--- src/rtl/bpsk_rx_ctrl.sv ---
// bpsk_rx_ctrl: BPSK receive bit-timing recovery, differential decode and 32-bit word packing into frame BRAM
module bpsk_rx_ctrl #(
  parameter int data_width = 32,
  parameter int frame_length = 38,
  parameter int addr_width = 32,
  parameter int ref_clk_freq = 128000000,
  parameter int baudrate = 9600
) (
  input  logic                  clk,
  input  logic                  rst_n,
  input  logic                  rx_enable,
  input  logic                  phase_in,
  output logic                  ram_clk,
  output logic                  ram_en,
  output logic [3:0]            ram_we,
  output logic [addr_width-1:0] ram_addr,
  output logic [data_width-1:0] ram_wr_data,
  output logic                  ram_rst,
  output logic                  bit_tick,
  output logic                  bit_out,
  output logic                  frame_done,
  output logic                  locked
);
  localparam int bit_clks = ref_clk_freq / baudrate;
  localparam int half = bit_clks / 2;
  localparam int cw = $clog2(bit_clks);
  localparam logic [addr_width-1:0] last_addr = addr_width'((frame_length - 1) * 4);
  typedef enum logic [1:0] {idle, acquire, track} state_t;
  state_t state, next_state;
  logic phase_q, phase_qq, last;
  logic [cw-1:0] cnt;
  logic [4:0] bit_cnt;
  logic [31:0] shift;
  logic toggle, sample, rx_bit, word_done;
  assign ram_clk = clk;
  assign ram_rst = 1'b0;
  assign toggle = phase_q ^ phase_qq;
  assign sample = state == track && rx_enable && !toggle && cnt == '0;
  assign rx_bit = phase_q ^ last;
  assign word_done = sample && bit_cnt == 5'd31;
  always_comb next_state = !rx_enable ? idle : state == idle ? acquire : (state == acquire && toggle) ? track : state;
  always_ff @(posedge clk) state <= !rst_n ? idle : next_state;
  always_ff @(posedge clk) begin
    if (!rst_n) begin
      phase_q <= 1'b0;
      phase_qq <= 1'b0;
      last <= 1'b0;
      cnt <= '0;
      bit_cnt <= '0;
      shift <= '0;
      locked <= 1'b0;
      bit_tick <= 1'b0;
      bit_out <= 1'b0;
      ram_en <= 1'b0;
      ram_we <= 4'h0;
      ram_addr <= '0;
      ram_wr_data <= '0;
      frame_done <= 1'b0;
    end else begin
      phase_q <= phase_in;
      phase_qq <= phase_q;
      locked <= next_state == track;
      bit_tick <= sample;
      bit_out <= sample & rx_bit;
      ram_en <= word_done;
      ram_we <= {4{word_done}};
      frame_done <= word_done && ram_addr == last_addr;
      if (ram_en) ram_addr <= ram_addr == last_addr ? '0 : ram_addr + addr_width'(4);
      if (state == acquire && toggle) begin
        cnt <= cw'(half - 1);
        last <= phase_qq;
      end
      if (state == track) cnt <= toggle ? cw'(half - 1) : cnt == '0 ? cw'(bit_clks - 1) : cnt - 1'b1;
      if (sample) begin
        last <= phase_q;
        shift <= {shift[30:0], rx_bit};
        bit_cnt <= bit_cnt + 1'b1;
      end
      if (word_done) ram_wr_data <= data_width'({shift[30:0], rx_bit});
      if (state == idle && rx_enable) begin
        ram_addr <= '0;
        bit_cnt <= '0;
        shift <= '0;
      end
    end
  end
endmodule

--- config.mk ---
export PLATFORM = sky130hd
export DESIGN_NAME = bpsk_rx_ctrl
export DESIGN_NICKNAME = d
export VERILOG_FILES = /design/src/rtl/bpsk_rx_ctrl.sv
export SDC_FILE = /design/constraint.sdc
export NUM_CORES = 1
export LEC_CHECK = 0
export CAP_MARGIN = 30
export CELL_PAD_IN_SITES_DETAIL_PLACEMENT = 1
export CELL_PAD_IN_SITES_GLOBAL_PLACEMENT = 1
export CORE_MARGIN = 2
export CORE_UTILIZATION = 41
export DETAILED_ROUTE_END_ITERATION = 6
export HOLD_SLACK_MARGIN = 0.05
export MAX_ROUTING_LAYER = met4
export PLACE_DENSITY_LB_ADDON = 0.1
export SETUP_SLACK_MARGIN = 0.05
export SLEW_MARGIN = 25
export SYNTH_ARGS = -nofsm -noshare
export SYNTH_HDL_FRONTEND = slang
export SYNTH_SLANG_ARGS = --single-unit
--- constraint.sdc ---
create_clock -name clk -period 2.3 [get_ports clk]
set_input_delay 0.46 -clock clk [delete_from_list [all_inputs] [get_ports clk]]
set_output_delay 0.46 -clock clk [all_outputs]
set_load 0.005 [all_outputs]
---- After elaboration in Yosys (flattened, before gate mapping) ----
Index checks and enable logic that the tools add are counted.
Widths: inputs -> output; s select.
cells by class
  $add $sub $neg .......................... 3
  equality and inequality tests ........... 5
  muxes and demuxes ....................... 10
  bitwise logic cells ..................... 4
  reduce and logical (&&, ||, !) cells .... 13
operators by type and width
  operator               number
  $mux 14                4
  $add 32x3->32 const B  1
  $eq 32x8->1 const B    1
  $mux 32                1
  $logic_not 14->1       1
  $sub 14x1->14 const B  1
  $logic_and 1x1->1      7
  $mux 2                 3
  $add 5x1->5 const B    1
  $eq 5x5->1 const B     1
  $eq 2x2->1 const B     2
  $reduce_bool 2->1      2
  $eq 2x1->1 const B     1
  $logic_not 2->1        1
  $mux 1                 2
  $reduce_or 2->1        1
  $xor 1x1->1            2
  $and 1x1->1            1
  $logic_not 1->1        1
  $not 1->1              1
storage, ports and cells
  bits in registers ....................... 125
  input port bits ......................... 4
  output and inout bits ................... 75
  word-level logic and storage cells ...... 50

---- Logic depth before layout (Yosys ltp) ----
Gate-level depths: netlist of run 1.
  word-level depth ........................ 6
  gate-level depth with buffers ........... 8
  mapped depth without buffers ............ 6

==> metrics.txt, run 1 <==
Max-Cap Viols=0; TritonCTS clock tree=done; drt drc=0; CP startpoint kind=register; Avg Inst Size Synth=~8.6 sq um; Worst path top cell family by delay=simple AND/OR/NAND/NOR gates; Worst setup EP type=register; n_diodes=0; CP Class=register to register; global-route wire length before repair=~28000 um; Buf+Inv Stages, Crit Path=3; Netlist cell types=52; clk slew on worst S/H paths=0.05 ns; VDD IR-drop max=approximately 610 uV; wire per inst=18.6 um; YS warnings=0; CP max stage delay=0.49 ns; routability cong.=~0.85; slowest stage cell, crit path=or4_1; total power=0.00585 W; Final Critical Period=2.17 ns; Synth Area in Compound Gates=22.7%; largest net degree at the start of global routing=43; fin crit share=roughly 94%; Post-Synth Adder-Cell Area=1.13%; synthesized area=0.00555 sq mm; mux contribution to synthesized area=0.180%; Slew Limit Fails=0; Fin. Hold Viols=0; EDFF count, synth=0; dominant synthesized flop cell=dfxtp_1; Layout area overhead=32.3%; worst hold slack=0.469 ns; I/O pin cnt=79; status=complete, no violations; Initial DRC Count=485; initial antenna violation count=0; area fraction of the dominant cell type after synthesis=44.0%; Buffers on Ports=75; register area share after synthesis=44.0%; Layout Skew=0.00755 ns; Final nets=roughly 730; worst path required time=2.76 ns; Slew Limit Headroom=58.7%; Die W=120 um; vias in the first global route=5733; Crit Path Max Fanout=7; Final Setup Violations=0; Worst-Margin Slew=0.616 ns; vias per cell=roughly 6.0; layout cell share with drive strength beyond 1=between 10 and 15%; Initial Util=41.9%; Worst Hold Class=register to register; power per cell area=about 800 mW/mm^2; DPL Wire Length=10400 um; DIE AREA=0.0145 sq mm; gr ovfl total=0; FMAX=around 460 MHz; Die Y=between 100 and 150 um; via count=5391; core area=0.0132 sq mm; Post-DRT Antenna Nets=0; RSZ-0062 raised after global routing=false; WL final=around 17000 um; Async S/R FF share, synth=0%; drt first pass iters=4; Yosys top cell by area=dfxtp_1; Clock Latency Late Sink=0.53 ns; FF+latch count, synth=122; XOR/XNOR Fraction of Synth Area=2.37%; top post-synthesis cells by area=dfxtp_1 (44%), a21oi_1 (8.6%), o31ai_1 (6.6%), nand4_1 (5.3%), nand3_1 (4.3%); crit path DAT=2.64 ns; site row count=42; cells along the critical path=inv_1, ha_4, nor4b_4, buf_4, nand4_1, buf_6, or4_1, a21oi_2; largest family of logic cells by synthesized area=simple AND/OR/NAND/NOR gates; total global-route track usage=~25%; synth cell count leaders=dfxtp_1 (122), a21oi_1 (95), o31ai_1 (49), nand3_1 (48), nand4_1 (47); Post-Syn Instances=647; LEAKAGE=2.35 nW; simple-gate share of the synthesized area=22.8%; most common cell in the netlist=dfxtp_1
-- placed cells by master (no fill, tap or decap), types with 4 or more instances in the layout --
cell type,synthesis,layout
nor2_1,23,23
or4_1,22,22
nand4_1,47,47
clkdlybuf4s50_1,0,74
ha_1,5,4
inv_1,10,9
xor2_1,10,10
nand3_1,48,47
and4_1,4,4
a211oi_1,8,8
dfxtp_1,122,122
clkbuf_1,37,4
buf_4,8,28
nor4_1,9,6
o31ai_1,49,48
buf_6,4,4
or3_1,7,7
and3_1,5,5
o21ai_0,41,41
nand2_1,17,17
buf_12,0,5
xnor2_1,5,5
clkbuf_16,0,20
nor3_1,11,9
clkbuf_8,0,5
a21oi_1,95,94
-- kinds of logic after synthesis --
| logic type | count (synthesis) |
|---|---|
| AO/OA/AOI/OAI | 211 |
| XOR/XNOR | 15 |
| adder cells (fa/ha/maj) | 5 |
| buffers and inverters | 78 |
| flip-flops | 122 |
| multiplexers | 1 |
| other | 1 |
| AND/OR/NAND/NOR | 214 |
-- worst register-to-register path, cell delays in order, from the launching register on --
cell and delay [ns]:
dfxtp_1 0.33, inv_1 0.09, ha_4 0.16, nor4b_4 0.21, buf_4 0.17, nand4_1 0.25
buf_6 0.24, or4_1 0.49, a21oi_2 0.17
-- path summary, 6_finish.rpt --
path / from / endpoint / slack [ns] / depth (start not counted)
worst max-delay path: cnt[1] / bit_cnt[2] / 0.13 / 8
worst min-delay path: ram_wr_data[18] / ram_wr_data[18] / 0.47 / 2
worst max register to register: cnt[1] / bit_cnt[2] / 0.13 / 8
worst min register to register: ram_wr_data[18] / ram_wr_data[18] / 0.47 / 2
-- timing repair --
item                       CTS  global route
hold buffers                 0             0
setup buffers                1             1
gates resized for setup      5            14
pin swaps                    1             1
setup endpoints to repair   24            51
hold endpoints to repair     0             0
-- metal layers --
layer / GRT usage (%) / up-vias / wire [um]
met5: - / - / 0
met2: 41.2 / 99 / 8570
li1: - / 2586 / -
met4: 8.94 / 0 / 223
met3: 6.46 / 23 / 535
met1: 29.5 / 2683 / 7540
-- stage by stage --
stage | TNS (ns) | utilization (%) | cells | worst slack, ns | cell area (sq um)
finish | 0 | 55.4 | 905 | 0.127 | 7340
floorplan | 0 | - | 649 | 0.242 | 5550
detailed placement | -0.0146 | 49.4 | 868 | -0.0146 | 6550
global placement | 0 | 49.4 | 868 | 0.0726 | 6550
CTS | 0 | 54.8 | 904 | 0.0735 | 7260
global route | 0 | 55.4 | 905 | 0.0157 | 7340
-- state kept, by name, summed over array words and instances, names as in the netlist --
register / flops
locked: 1
last: 1
bit_cnt: 5
shift: 31
state: 2
bit_out: 1
frame_done: 1
phase_qq: 1
phase_q: 1
ram_wr_data: 32
ram_addr: 30
cnt: 14
bit_tick: 1
ram_we: 1
-- area by class of cell --
| class | count | area (sq um) |
|---|---|---|
| multi-input cells | 449 | 2840 |
| clock inverters | 6 | 109 |
| flip-flops and latches | 122 | 2440 |
| well taps | 176 | 220 |
| fillers | 1558 | 5900 |
| inverters | 11 | 41.3 |
| clock buffers | 30 | 593 |
| repair buffers | 111 | 1100 |
-- where the power goes --
group | total [W] | switching [W] | internal, W | leakage (nW)
Sequential | 0.00215 | 0.0000232 | 0.00213 | 0.984
Clock | 0.00307 | 0.000984 | 0.00209 | 0.347
Combinational | 0.000624 | 0.000423 | 0.000201 | 1.02
Total | 0.00585 | 0.00143 | 0.00442 | 2.35
(Power assumes the default switching activity.)
==> run 2, diff against run 1 <==
--- a/config.mk
+++ b/config.mk
@@ -8,7 +8,6 @@
 export CAP_MARGIN = 30
 export CELL_PAD_IN_SITES_DETAIL_PLACEMENT = 1
 export CELL_PAD_IN_SITES_GLOBAL_PLACEMENT = 1
-export CORE_MARGIN = 2
 export CORE_UTILIZATION = 41
 export DETAILED_ROUTE_END_ITERATION = 6
 export HOLD_SLACK_MARGIN = 0.05
==> metrics.txt, run 2 (synthesis results as in run 1) <==
gr ovfl total=0; power per cell area=777 mW/mm^2; initial antenna violation count=0; LEAKAGE=2.31 nW; DPL Wire Length=10200 um; Final nets=~730; crit path DAT=2.60 ns; DIE AREA=between 0.01 and 0.015 sq mm; largest net degree at the start of global routing=37; placed cells=872; Final Setup Violations=0; clock share of power=51.2%; vias per cell=5.98; slowest stage cell, crit path=or4_1; VDD IR-drop max=505 uV; Buffers on Ports=75; WL final=16400 um; Worst Hold Class=register to register; CP startpoint kind=register; Comb pwr share=between 10% and 20%; dpl ws=0.0923 ns; FMAX=around 470 MHz; Worst path top cell family by delay=simple AND/OR/NAND/NOR gates; switching pwr=approximately 0.0014 W; most frequent cells in the layout=dfxtp_1 (122), a21oi_1 (95), clkdlybuf4s50_1 (74); internal power=around 0.0042 W; routability cong.=0.882; Final Critical Period=2.15 ns; Crit Path Max Fanout=22; Post-DRT Antenna Nets=0; clk slew on worst S/H paths=0.05 ns; Fin. Hold Viols=0; global-route wire length before repair=27100 um; Clock Latency Late Sink=between 0.5 and 0.6 ns; layout cell share with drive strength beyond 1=11.8%; Buf+Inv Stages, Crit Path=1; Sw Share=around a quarter; CP max stage delay=0.54 ns; max reg flops=32; TritonCTS clock tree=done; worst path required time=2.75 ns; I/O pin cnt=79; CP Class=register to register; post-route cell area=0.00724 sq mm; Initial DRC Count=352; Slew Limit Fails=0; Die W=118 um; n_diodes=0; Slew Limit Headroom=64.9%; Largest regs=ram_wr_data x32, shift x31, ram_addr x30; Finished Layout Cells=905; Die Y=roughly 120 um; commonest non-fill, non-tap cell in the layout=dfxtp_1; Setup WS post-layout=0.155 ns; Max-Cap Viols=0; Layout area overhead=30.5%; setup_tns=0 ns; Post-CTS Setup Bufs=0; Cell Area, Placed=approximately 0.0066 sq mm; wire per inst=18.2 um; cells along the critical path=nand4_1, or3_1, buf_4, or4_1, a21oi_1; sequential power share=38.3%; drt drc=0; most flop-heavy register=ram_wr_data; Layout Skew=between 0.009 and 0.01 ns; Worst setup EP type=register; Worst-Margin Slew=0.523 ns; via count=about 5.4k; drt first pass iters=4; fin crit share=between 90% and 100%; RSZ-0062 raised after global routing=true; status=complete, no violations; core area=0.0132 sq mm; vias in the first global route=5370; total global-route track usage=24.9%; Initial Util=41.9%; FILL cells=1533; site row count=42
run 2: cell type report:
| type | instances | area (sq um) | area share, % |
|---|---|---|---|
| Clock buffer | 24 | 520 | 7.19 |
| Clock inverter | 10 | 128 | 1.76 |
| Inverter | 11 | 41.3 | 0.571 |
| Multi-Input combinational cell | 449 | 2780 | 38.4 |
| Sequential cell | 122 | 2440 | 33.7 |
| Tap cell | 176 | 220 | 3.04 |
| Timing Repair Buffer | 113 | 1110 | 15.3 |
run 2: worst paths after layout:
kind              slack [ns]               to            start  depth (start not counted)
setup / recovery        0.15     ram_addr[29]     ram_addr[10]                          5
hold / removal          0.46  ram_wr_data[18]  ram_wr_data[18]                          2
setup reg to reg        0.15     ram_addr[29]     ram_addr[10]                          5
hold reg to reg         0.46  ram_wr_data[18]  ram_wr_data[18]                          2
run 2: stage by stage:
stage | utilization, % | power [W] | hold WS (ns)
4_1_cts | 54.6 | 0.00565 | 0.466
2_1_floorplan | - | 0.00260 | 0.447
3_5_place_dp | 49.8 | 0.00281 | 0.460
5_1_grt | 54.6 | 0.00580 | 0.482
6_report | 54.6 | 0.00562 | 0.465
3_3_place_gp | 49.8 | 0.00280 | 0.453
run 2: power groups by stage:
stage / Combinational, W / Clock (W) / Sequential (W)
after floorplan: 0.000388 / 0.0000282 / 0.00219
after global placement: 0.000567 / 0.0000366 / 0.00219
after detailed placement: 0.000581 / 0.0000366 / 0.00219
after CTS: 0.000586 / 0.00292 / 0.00215
after global routing: 0.000636 / 0.00302 / 0.00215
final: 0.000593 / 0.00288 / 0.00215
run 2: per-layer routing:
metal | wire [um] | up-vias | GRT usage [%]
met1 | 7520 | 2689 | 29.5
met4 | 301 | 0 | 9.21
li1 | - | 2590 | -
met5 | 0 | - | -
met3 | 520 | 29 | 6.71
met2 | 8090 | 104 | 40.3
run 2: repair_timing:
action	in CTS	in global routing
hold buffers	0	0
gates resized for setup	1	2
setup endpoints to repair	1	40
run 2: worst reg2reg max path: stages, from the launching register on:
cell and delay, ns:
dfxtp_1 0.45, nand4_1 0.22, or3_1 0.46, buf_4 0.23
or4_1 0.54, a21oi_1 0.18
